$ cat src/rtl/img_op_sequencer.sv
// Command sequencer for an image pipeline: decodes register ops in IDLE and
// hands SRAM ownership to the RX, TX and two-pass separable convolution engines.
module img_op_sequencer #(
    parameter int DATA_W  = 8,
    parameter int DIM_W   = 8,
    parameter int SIGMA_W = 3
) (
    input  logic               clk,
    input  logic               rstn,
    input  logic               en,
    input  logic [3:0]         op,
    input  logic [DATA_W-1:0]  din,
    output logic [DATA_W-1:0]  dout,
    output logic               busy,
    output logic               done,
    output logic               err,
    output logic [DIM_W-1:0]   nrows,
    output logic [DIM_W-1:0]   ncols,
    output logic [SIGMA_W-1:0] sigma,
    output logic               rx_start,
    output logic               tx_start,
    output logic               conv_start,
    input  logic               rx_busy,
    input  logic               tx_busy,
    input  logic               conv_busy,
    output logic               conv_swap,
    output logic [1:0]         sram_sel
);

    localparam logic [3:0] OP_NOP       = 4'd0;
    localparam logic [3:0] OP_GET_NROWS = 4'd1;
    localparam logic [3:0] OP_GET_NCOLS = 4'd2;
    localparam logic [3:0] OP_GET_SIGMA = 4'd3;
    localparam logic [3:0] OP_SET_NROWS = 4'd4;
    localparam logic [3:0] OP_SET_NCOLS = 4'd5;
    localparam logic [3:0] OP_SET_SIGMA = 4'd6;
    localparam logic [3:0] OP_IMG_RX    = 4'd7;
    localparam logic [3:0] OP_IMG_TX    = 4'd8;
    localparam logic [3:0] OP_CONV      = 4'd9;
    localparam logic [3:0] OP_SET_MODE  = 4'd10;
    localparam logic [3:0] OP_GET_STAT  = 4'd11;
    localparam logic [3:0] OP_CLR_ERR   = 4'd12;

    localparam logic [1:0] SEL_HOLD = 2'd0;
    localparam logic [1:0] SEL_RX   = 2'd1;
    localparam logic [1:0] SEL_TX   = 2'd2;
    localparam logic [1:0] SEL_CONV = 2'd3;

    typedef enum logic [3:0] {
        S_IDLE,
        S_RX_REQ,
        S_RX_RUN,
        S_TX_REQ,
        S_TX_RUN,
        S_P1_REQ,
        S_P1_RUN,
        S_P2_REQ,
        S_P2_RUN,
        S_FINISH
    } state_t;

    state_t             r_state;
    logic [DATA_W-1:0]  r_dout;
    logic               r_err;
    logic               r_conv_swap;
    logic [DIM_W-1:0]   r_nrows;
    logic [DIM_W-1:0]   r_ncols;
    logic [SIGMA_W-1:0] r_sigma;
    logic [1:0]         r_mode;

    state_t             w_state_next;
    logic [DATA_W-1:0]  w_dout_next;
    logic               w_err_next;
    logic               w_swap_next;
    logic [DIM_W-1:0]   w_nrows_next;
    logic [DIM_W-1:0]   w_ncols_next;
    logic [SIGMA_W-1:0] w_sigma_next;
    logic [1:0]         w_mode_next;
    logic               w_rx_start;
    logic               w_tx_start;
    logic               w_conv_start;
    logic [1:0]         w_sram_sel;
    logic [DIM_W-1:0]   w_nrows_eff;
    logic [DIM_W-1:0]   w_ncols_eff;
    logic               w_unused;

    // A zero dimension would stall the engines, so it reads back and drives as 1.
    assign w_nrows_eff = (r_nrows == '0) ? DIM_W'(1) : r_nrows;
    assign w_ncols_eff = (r_ncols == '0) ? DIM_W'(1) : r_ncols;
    assign w_unused    = ^din;

    always_ff @(posedge clk or negedge rstn) begin
        if (!rstn) begin
            r_state <= S_IDLE;
        end else begin
            r_state <= w_state_next;
        end
    end

    always_comb begin
        w_state_next = r_state;
        w_dout_next  = r_dout;
        w_err_next   = r_err;
        w_swap_next  = r_conv_swap;
        w_nrows_next = r_nrows;
        w_ncols_next = r_ncols;
        w_sigma_next = r_sigma;
        w_mode_next  = r_mode;
        w_rx_start   = 1'b0;
        w_tx_start   = 1'b0;
        w_conv_start = 1'b0;
        w_sram_sel   = SEL_HOLD;
        case (r_state)
            S_IDLE: begin
                if (en) begin
                    case (op)
                        OP_NOP:       ;
                        OP_GET_NROWS: w_dout_next  = DATA_W'(w_nrows_eff);
                        OP_GET_NCOLS: w_dout_next  = DATA_W'(w_ncols_eff);
                        OP_GET_SIGMA: w_dout_next  = DATA_W'(r_sigma);
                        OP_SET_NROWS: w_nrows_next = din[DIM_W-1:0];
                        OP_SET_NCOLS: w_ncols_next = din[DIM_W-1:0];
                        OP_SET_SIGMA: w_sigma_next = din[SIGMA_W-1:0];
                        OP_IMG_RX:    w_state_next = S_RX_REQ;
                        OP_IMG_TX:    w_state_next = S_TX_REQ;
                        OP_CONV: begin
                            // Swap is settled here, before any start is raised.
                            if (r_mode[0]) begin
                                w_state_next = S_P1_REQ;
                                w_swap_next  = 1'b0;
                            end else if (r_mode[1]) begin
                                w_state_next = S_P2_REQ;
                                w_swap_next  = 1'b1;
                            end else begin
                                w_state_next = S_FINISH;
                            end
                        end
                        OP_SET_MODE:  w_mode_next  = din[1:0];
                        OP_GET_STAT:  w_dout_next  = DATA_W'({r_mode, r_err});
                        OP_CLR_ERR:   w_err_next   = 1'b0;
                        default:      w_err_next   = 1'b1;
                    endcase
                end
            end
            S_RX_REQ: begin
                w_rx_start = 1'b1;
                w_sram_sel = SEL_RX;
                if (rx_busy) w_state_next = S_RX_RUN;
            end
            S_RX_RUN: begin
                w_sram_sel = SEL_RX;
                if (!rx_busy) w_state_next = S_FINISH;
            end
            S_TX_REQ: begin
                w_tx_start = 1'b1;
                w_sram_sel = SEL_TX;
                if (tx_busy) w_state_next = S_TX_RUN;
            end
            S_TX_RUN: begin
                w_sram_sel = SEL_TX;
                if (!tx_busy) w_state_next = S_FINISH;
            end
            S_P1_REQ: begin
                w_conv_start = 1'b1;
                w_sram_sel   = SEL_CONV;
                if (conv_busy) w_state_next = S_P1_RUN;
            end
            S_P1_RUN: begin
                w_sram_sel = SEL_CONV;
                if (!conv_busy) begin
                    // Row pass finished and engine idle: safe point to flip direction.
                    if (r_mode[1]) begin
                        w_state_next = S_P2_REQ;
                        w_swap_next  = 1'b1;
                    end else begin
                        w_state_next = S_FINISH;
                    end
                end
            end
            S_P2_REQ: begin
                w_conv_start = 1'b1;
                w_sram_sel   = SEL_CONV;
                if (conv_busy) w_state_next = S_P2_RUN;
            end
            S_P2_RUN: begin
                w_sram_sel = SEL_CONV;
                if (!conv_busy) w_state_next = S_FINISH;
            end
            S_FINISH: begin
                w_state_next = S_IDLE;
            end
            default: begin
                w_state_next = S_IDLE;
            end
        endcase
    end

    always_ff @(posedge clk or negedge rstn) begin
        if (!rstn) begin
            r_dout      <= '0;
            r_err       <= 1'b0;
            r_conv_swap <= 1'b0;
            r_nrows     <= DIM_W'(8);
            r_ncols     <= DIM_W'(8);
            r_sigma     <= '0;
            r_mode      <= 2'b11;
        end else begin
            r_dout      <= w_dout_next;
            r_err       <= w_err_next;
            r_conv_swap <= w_swap_next;
            r_nrows     <= w_nrows_next;
            r_ncols     <= w_ncols_next;
            r_sigma     <= w_sigma_next;
            r_mode      <= w_mode_next;
        end
    end

    assign dout       = r_dout;
    assign err        = r_err;
    assign conv_swap  = r_conv_swap;
    assign nrows      = w_nrows_eff;
    assign ncols      = w_ncols_eff;
    assign sigma      = r_sigma;
    assign busy       = (r_state != S_IDLE);
    assign done       = (r_state == S_FINISH);
    assign rx_start   = w_rx_start;
    assign tx_start   = w_tx_start;
    assign conv_start = w_conv_start;
    assign sram_sel   = w_sram_sel;

endmodule
$ cat config.mk
export PLATFORM = sky130hd
export DESIGN_NAME = img_op_sequencer
export DESIGN_NICKNAME = d
export VERILOG_FILES = /design/src/rtl/img_op_sequencer.sv
export SDC_FILE = /design/constraint.sdc
export NUM_CORES = 1
export LEC_CHECK = 0
export CAP_MARGIN = 30
export CELL_PAD_IN_SITES_DETAIL_PLACEMENT = 0
export CELL_PAD_IN_SITES_GLOBAL_PLACEMENT = 2
export CORE_UTILIZATION = 25
export CTS_CLUSTER_SIZE = 12
export DETAILED_ROUTE_END_ITERATION = 8
export DONT_BUFFER_PORTS = 1
export PLACE_DENSITY = 0.61
export SYNTH_ARGS = -nofsm -noshare
export SYNTH_HDL_FRONTEND = slang
export SYNTH_SLANG_ARGS = --single-unit
$ cat constraint.sdc
create_clock -name clk -period 2.6 [get_ports clk]
set_input_delay 0.13 -clock clk [delete_from_list [all_inputs] [get_ports clk]]
set_output_delay 0.13 -clock clk [all_outputs]
set_load 0.05 [all_outputs]
* Yosys cells after proc, flatten, opt, wreduce, memory -nomap -nowiden
Cells that the tools add are included.
** Word-level totals
- Register bits after elaboration :: 35
- Bits of input ports :: 18
** Operators by class
- Equal/unequal tests :: 32
- Mux-type cells :: 27
- Bitwise gates (word level) :: 1
- Reductions and logical operators :: 20
** Operator list (count)
- $mux W4 :: 11
- $pmux W4 S9 :: 1
- $eq A4 B3 Y1 const B :: 8
- $pmux W8 S4 :: 1
- $eq A4 B4 Y1 const B :: 7
- $ne A2 B2 Y1 const B :: 9
- $reduce_and A3 Y1 :: 6
- $eq A4 B2 Y1 const B :: 4
- $logic_not A8 Y1 :: 2
- $mux W8 :: 2
- $pmux W4 S3 :: 1
- $reduce_or A12 Y1 :: 1
- $reduce_and A10 Y1 :: 1
- $eq A4 B1 Y1 const B :: 2
- $logic_not A4 Y1 :: 2
- $mux W1 :: 8
- $reduce_bool A4 Y1 :: 2
- $pmux W2 S3 :: 1
- $reduce_or A2 Y1 :: 3
- $ne A4 B1 Y1 const B :: 1
- $pmux W1 S2 :: 2
- $reduce_and A4 Y1 :: 1
- $reduce_or A4 Y1 :: 1
- $ne A2 B1 Y1 const B :: 1
- 2 further kinds :: 2

* Depth between registers and ports, before layout
Gate-level depths: netlist (run 1).
- Depth after elaboration :: 5
- Gate-level depth with buffers :: 7
- Gate-level depth less buffers :: 6

* Worst setup path before layout (run 1)
Ideal clock, no wire load.
- Path kind :: reg-to-output
- Start :: reg r_state[1]
- End :: out done
- Data arrival time :: 2518 ps
- Required time :: 2470 ps
- Setup slack :: -48 ps
- Cell stages (with the launch flop) :: 4
- Buffers on the path :: 2
- Cell sequence :: dfrtp_1 > clkbuf_1 > clkbuf_1 > nor4b_1
** On the way
- Longest elaborated chain between the ends :: 1
** Ends and longest elaborated chain
- start, declared :: RTL line 62 : state_t r_state;
- start signal, assigned :: RTL line 96 : r_state <= w_state_next;
- $eq A4 B4 Y1 :: RTL line 225 : assign done = (r_state == S_FINISH);
- end, declared :: RTL line 15 : output logic done,
Every way passes these cells.

* Worst setup path after layout (run 1)
- Start :: reg r_state[2]
- End :: reg r_state[2]
** On the way
- Longest elaborated chain between the ends :: 3
** Ends and longest elaborated chain
- $logic_not A4 Y1, or another cell as far along :: RTL line 113 : case (r_state)
- $ne A4 B1 Y1 (no line) or $ne A2 B2 Y1 (tied branches)
- $reduce_and A10 Y1 (no line)
Parallel ways exist; a longest one is shown, timed or not.
A chain may end at the register's enable or synchronous reset.

==> results.yml, run 1 <==
timing:
  period_share_pct: 85.50
  hold_viol_final: 0
  fin_hold_ws_ns: 0.01006
  setup_viol: 0
  finalCriticalPeriod_ns: 2.223
  fmax_ghz: 0.4498
  slew_viol_final: 0
  skew_ns: 0.005074
  rsz0062_at_grt: "no"
  slew_headroom_pct: 51.03
  worstMarginPinSlew_ns: 0.7289
logic_synthesis:
  seq_area_frac_synth_pct: 44.53
  syn-num-nets: 219
  synth_area_mm2: 0.001978
  synth_async_sr_flop_share_pct: 100.0
  synth_warnings: 0
  avgSynthCellArea_um2: 9.842
  synth_edf_count: 0
  yosysUniqueCellTypes: 41
  synthFlopType: "dfrtp_1"
  synthCells: 201
  ys_ff_latch: 35
setup_path:
  worstPathRequired_ns: 2.77
  path_delay_family: "simple AND/OR/NAND/NOR gates"
  arrival_ns: 2.39
  crit_slowest_cell: "or4b_2"
  end_kind: "register"
  slowest_delay_ns: 0.75
  path_max_fanout: 20
  crit_type: "register to register"
  path_cells: "or4b_2 > o22ai_1 > a221o_2 > nor2b_1 > mux2_2"
  start_kind: "register"
  cp.buffers_inverters: 0
layout:
  num_antenna_cells: 0
  stdcell_area_mm2: 0.002377
  nNetsFinal: 227
  most-common-layout-cells: "dfrtp_1 (31), mux2_2 (22), a21oi_1 (17), buf_4 (17)"
  final_common_cell: "dfrtp_1"
  drive_gt1_share_pct: 30.00
  syn_to_final_growth_pct: 20.18
global_routing:
  grt_max_degree: 36
  grt_overflow: 0
  track_usage_pct: 13.25
  grt_antenna_before_repair: 0
  grt_pass1_wl_um: 8631
  grt_pass1_vias: 1541
floorplanning:
  start_util_pct: 25.73
  die_w_um: 90.95
  fp.coreArea_mm2: 0.007687
  die_y_um: 90.95
  die_area_mm2: 0.008272
  ios: 54
  rows: 32
clock_network:
  htree_levels: 2
  clk_path_buf_depth: 2
  clock-root-buffer: "clkbuf_8"
  cts_setup_buffers: 0
  cts_buffers: 5
  clkTransAtPathRegs_ns: 0.07
  cts_hold_buf: 10
  clk_latency_ns: 0.28
  cts_sinks: 35
  cts_tree: "yes"
  cts_resized: 0
drt:
  vias: 1558
  drt-total-wl_um: 5331
  vias_per_cell: 4.994
  dr.pass1.iters: 6
  initialDrtViolationCount: 80
  drc: 0
  antenna_left: 0
  wire_per_inst_um: 17.09
placed_design:
  placed_cell_area_mm2: 0.002150
  dp_hpwl_um: 3859
  numPortBuffers: 0
  gp_routability_congestion: 0.7521
run:
  drv_cap: 0
status:
  outcome: "complete, no violations"
hold_path:
  hp-class: "input port to register"
[registers in the layout, summed over array words and instances, names as in the netlist]
name / count
err: 1
conv_swap: 1
r_ncols: 8
r_nrows: 8
sigma: 3
r_mode: 2
dout: 8
r_state: 4
[per-stage QoR]
step / TNS [ns] / setup slack, ns / std cells / utilization, %
2_1_floorplan: -0.09699 / -0.04850 / 201 / -
3_3_place_gp: 0 / 0.4410 / 294 / 27.96
3_5_place_dp: 0 / 0.4095 / 294 / 27.96
4_1_cts: 0 / 0.3892 / 312 / 30.92
5_1_grt: 0 / 0.2359 / 312 / 30.92
6_report: 0 / 0.3770 / 312 / 30.92
[cells by family after synthesis]
family / share of synthesized area (%)
compound gates: 16.13
simple gates: 17.33
buf+inv: 6.451
flops: 44.53
mux: 15.56
[path summary, 6_finish.rpt]
check | start | depth (start not counted) | slack, ns | end
hold reg to reg | r_ncols[0] | 1 | 0.52 | r_ncols[0]
min in group asynchronous | rstn | 2 | 0.29 | err
setup / recovery | r_state[2] | 5 | 0.38 | r_state[2]
setup reg to reg | r_state[2] | 5 | 0.38 | r_state[2]
hold / removal | op[1] | 2 | 0.01 | err
max in group asynchronous | rstn | 2 | 2.05 | r_mode[1]
[synth_stat cells, drive strengths merged (5+ instances only)]
cell type  instances  area share (%)
a22oi              6             2.3
o21ai              8             2.0
mux2i              6             3.0
clkbuf            22             4.2
nor3              13             4.0
inv                7             1.3
dfrtp             31              39
nand2              9             1.7
a21oi             17             4.3
nand2b             5             1.6
mux2              22              13
nor2               9             1.7
[cell type report]
| cell class | instances | area [um^2] |
|---|---|---|
| multi-input combinational | 133 | 987.2 |
| tap | 102 | 127.6 |
| clock inverter | 2 | 35.03 |
| clock buffer | 6 | 82.58 |
| fill | 825 | 5310 |
| timing repair buffer | 27 | 237.7 |
| sequential | 35 | 880.8 |
| inverter | 7 | 26.28 |
[per-layer routing]
metal / track usage, % / routed length (um) / vias up / part of all wire, %
met3: 5.193 / 412 / 2 / 7.7
met4: 2.778 / 17 / 0 / 0.32
met1: 18.97 / 2592 / 771 / 49
met2: 18.75 / 2309 / 41 / 43
met5: 0 / 0 / - / 0
li1: - / - / 744 / -
Power of run 1 is not shown: default switching activity piles up to over one toggle a cycle in this logic, so the estimate is an artifact.
==> run 2: changes to the inputs <==
- CORE_MARGIN: not set -> 2
- CORE_UTILIZATION: 25 -> 38
- PLACE_DENSITY: 0.61 -> 0.84
- RECOVER_POWER: not set -> 25
==> results.yml, run 2 (same netlist as run 1, synthesis figures left out) <==
status:
  outcome: "finished with violations"
  violations: "capacitance limit, slew limit"
drt:
  vias: 1608
  wire_per_inst_um: 17.01
  drt-total-wl_um: 4729
  initialDrtViolationCount: 124
  vias_per_cell: 5.784
  antenna_left: 0
  dr.pass1.iters: 5
  drc: 0
floorplanning:
  ios: 54
  start_util_pct: 38.98
  die_w_um: 76.15
  die_y_um: 76.15
  rows: 26
  fp.coreArea_mm2: 0.005075
  die_area_mm2: 0.005799
timing:
  fmax_ghz: 0.4468
  skew_ns: 0.003075
  slew_viol_final: 36
  hold_viol_final: 0
  slew_headroom_pct: -21.19
  rsz0062_at_grt: "no"
  fin_ws_ns: 0.3616
  finalCriticalPeriod_ns: 2.238
  period_share_pct: 86.09
  worstMarginPinSlew_ns: 1.818
  setup_viol: 0
layout:
  multi_input_area_um2: 987.2
  final_common_cell: "dfrtp_1"
  drive_gt1_share_pct: 27.88
  n_fill_cell: 534
  nNetsFinal: 225
  seqCellArea_um2: 880.8
  most-common-layout-cells: "dfrtp_1 (31), mux2_2 (22), a21oi_1 (17)"
  num_antenna_cells: 0
  syn_to_final_growth_pct: 15.37
clock_network:
  clkTransAtPathRegs_ns: 0.07
  clk_path_buf_depth: 2
  cts_buffers: 5
  clk_latency_ns: 0.28
  htree_levels: 2
  clock-root-buffer: "clkbuf_8"
  cts_tree: "yes"
  cts_sinks: 35
global_routing:
  grt_pass1_wl_um: 7748
  grt_antenna_before_repair: 0
  grt_pass1_vias: 1483
  grt_max_degree: 36
  grtUsageMet1_pct: 23.17
  track_usage_pct: 16.54
  grt_overflow: 0
  met2_usage_pct: 24.29
  top_usage_layer: "met2"
  met3_usage_pct: 5.924
setup_path:
  start_kind: "register"
  path_max_fanout: 20
  end_kind: "register"
  crit_type: "register to register"
  worstPathRequired_ns: 2.77
  arrival_ns: 2.41
placed_design:
  dp_hpwl_um: 3500
  gp_routability_congestion: 0.8289
  numPortBuffers: 0
  pre_cts_ws_ns: 0.4003
run:
  drv_cap: 1
hold_path:
  hp-class: "input port to register"
run 2: worst paths after layout:
path	to	slack, ns	cells after the start	startpoint
worst max-delay path	r_state[2]	0.36	5	r_state[2]
worst min register to register	r_ncols[0]	0.51	1	r_ncols[0]
min in group asynchronous	dout[5]	0.88	2	rstn
worst max register to register	r_state[2]	0.36	5	r_state[2]
worst min-delay path	err	0.02	2	op[0]
max in group asynchronous	r_state[2]	0.67	2	rstn
run 2: layer usage:
layer	vias to the layer above	wire (um)
li1	741	-
met1	798	2047
met2	65	2212
met3	4	438
met4	0	31
met5	-	0
run 2: layout make-up:
type	count	area share [%]
multi-input cells	133	43.26
flip-flops and latches	35	38.60
repair buffers	25	9.156
well taps	70	3.838
clock buffers	7	3.783
inverters	7	1.151
clock inverters	1	0.2193
run 2: through the flow:
| step | area, um^2 | setup TNS (ns) | hold WS, ns | util (%) | cells |
|---|---|---|---|---|---|
| after CTS | 2288 | 0 | 0.001641 | 45.09 | 277 |
| after global placement | 2087 | 0 | -0.1646 | 41.12 | 259 |
| final | 2282 | 0 | 0.02066 | 44.97 | 278 |
| after floorplan | 1978 | -0.09699 | -0.1656 | - | 201 |
| after global routing | 2282 | 0 | 0.02238 | 44.97 | 278 |
| after detailed placement | 2087 | 0 | -0.1649 | 41.12 | 259 |
run 2: worst max-delay path: stages, from the launching register on:
cell and delay, ns:
dfrtp_1 0.63, or4b_2 0.74, o22ai_1 0.22, a221o_2 0.17, nor2b_1 0.08, mux2_2 0.28
run 2: timing repair:
action                                 4_1_cts  5_1_grt
gates resized for setup                      0        0
endpoints found under the hold margin       55        1
buffers inserted                             0        0
hold buffers                                10        1
Power of run 2 is left out for the same reason.
==> run 3: changes to the inputs <==
- CORE_ASPECT_RATIO: not set -> 2
==> results.yml, run 3 (same netlist as run 1, synthesis figures left out) <==
timing:
  finalCriticalPeriod_ns: 2.168
  rsz0062_at_grt: "no"
  period_share_pct: 83.38
  worstMarginPinSlew_ns: 1.849
  setup_viol: 0
  hold_viol_final: 0
  skew_ns: 0.006421
  slew_viol_final: 36
  fin_hold_ws_ns: 0.03189
  fmax_ghz: 0.4613
  slew_headroom_pct: -23.26
setup_path:
  worstPathRequired_ns: 2.77
  ff2ff_path_depth: 5
  path_max_fanout: 20
  r2r_end: "r_state[2]"
  crit_type: "register to register"
  end_kind: "register"
  start_kind: "register"
  r2r_start: "r_state[2]"
  arrival_ns: 2.33
  rrSetupSlack_ns: 0.43
layout:
  n_fill_cell: 506
  nNetsFinal: 224
  syn_to_final_growth_pct: 13.85
  final_common_cell: "dfrtp_1"
  num_antenna_cells: 0
  most-common-layout-cells: "dfrtp_1 (31), mux2_2 (22), a21oi_1 (17)"
  drive_gt1_share_pct: 27.54
clock_network:
  clkTransAtPathRegs_ns: 0.06
  clk_path_buf_depth: 2
  cts_setup_buffers: 0
  htree_levels: 2
  cts_buffers: 5
  clock-root-buffer: "clkbuf_8"
  cts_sinks: 35
  clk_latency_ns: 0.29
  cts_tree: "yes"
floorplanning:
  die_area_mm2: 0.005834
  rows: 37
  start_util_pct: 38.85
  die_y_um: 106.0
  ios: 54
  fp.coreArea_mm2: 0.005092
  die_w_um: 55.02
drt:
  wire_per_inst_um: 19.12
  antenna_left: 0
  drt-total-wl_um: 5068
  vias: 1567
  drc: 0
  dr.pass1.iters: 4
  initialDrtViolationCount: 48
  vias_per_cell: 5.913
status:
  violations: "capacitance limit, slew limit"
  outcome: "finished with violations"
global_routing:
  track_usage_pct: 18.95
  grt_overflow: 0
  grt_max_degree: 36
  grt_pass1_vias: 1557
  grt_antenna_before_repair: 0
  grt_pass1_wl_um: 7790
run:
  drv_cap: 1
hold_path:
  holdPathEnd: "err"
  hp-class: "input port to register"
  holdPathStages: 2
  hold_path_startpoint: "op[0]"
placed_design:
  dp_hpwl_um: 3894
  gp_routability_congestion: 0.7602
  numPortBuffers: 0
-- run 3: changes by cell type in the layout (fill, tap and decap cells not counted) --
cell and change:
dlygate4sd3_1 -1, nor3_1 +1, nor3_2 -1
-- run 3: stage by stage --
stage | setup TNS (ns) | instance area, um^2 | std cells | util [%] | setup WS, ns
4_1_cts | 0 | 2268 | 265 | 44.55 | 0.4436
6_report | 0 | 2252 | 265 | 44.23 | 0.4322
2_1_floorplan | -0.09699 | 1978 | 201 | - | -0.04850
3_5_place_dp | 0 | 2067 | 247 | 40.59 | 0.4559
3_3_place_gp | 0 | 2067 | 247 | 40.59 | 0.5164
5_1_grt | 0 | 2252 | 265 | 44.23 | 0.3038
-- run 3: timing repair --
item	4_1_cts	5_1_grt
hold buffers	10	0
resized for setup	0	0
endpoints found under the hold margin	56	0
-- run 3: critical path: stages (launching register included) --
cell	delay [ns]
dfrtp_1	0.61
or4b_2	0.73
o22ai_1	0.19
a221o_2	0.17
nor2b_1	0.08
mux2_2	0.27
-- run 3: how the worst max path moves through the flow --
| stage | start | end |
|---|---|---|
| after global placement | r_state[0] | r_mode[1] |
| final | r_state[2] | r_state[2] |
| after CTS | r_state[2] | r_state[2] |
| after detailed placement | r_state[2] | r_state[2] |
| after global routing | rstn | r_nrows[6] |
| after floorplan | r_state[1] | done |
-- run 3: cell type report --
type	count	area, um^2	share of cell area (%)
clock buffer	7	86.33	3.833
tap	58	72.57	3.222
timing repair buffer	24	198.9	8.833
clock inverter	1	5.005	0.2222
multi-input combinational	133	982.2	43.61
inverter	7	26.28	1.167
sequential	35	880.8	39.11
-- run 3: metal layers --
metal / global-route usage [%] / share of wire (%)
met5: 0 / 0
met4: 8.014 / 2.9
met3: 6.601 / 7.7
met2: 34.95 / 59
met1: 17.08 / 30
Power of run 3 is left out for the same reason.
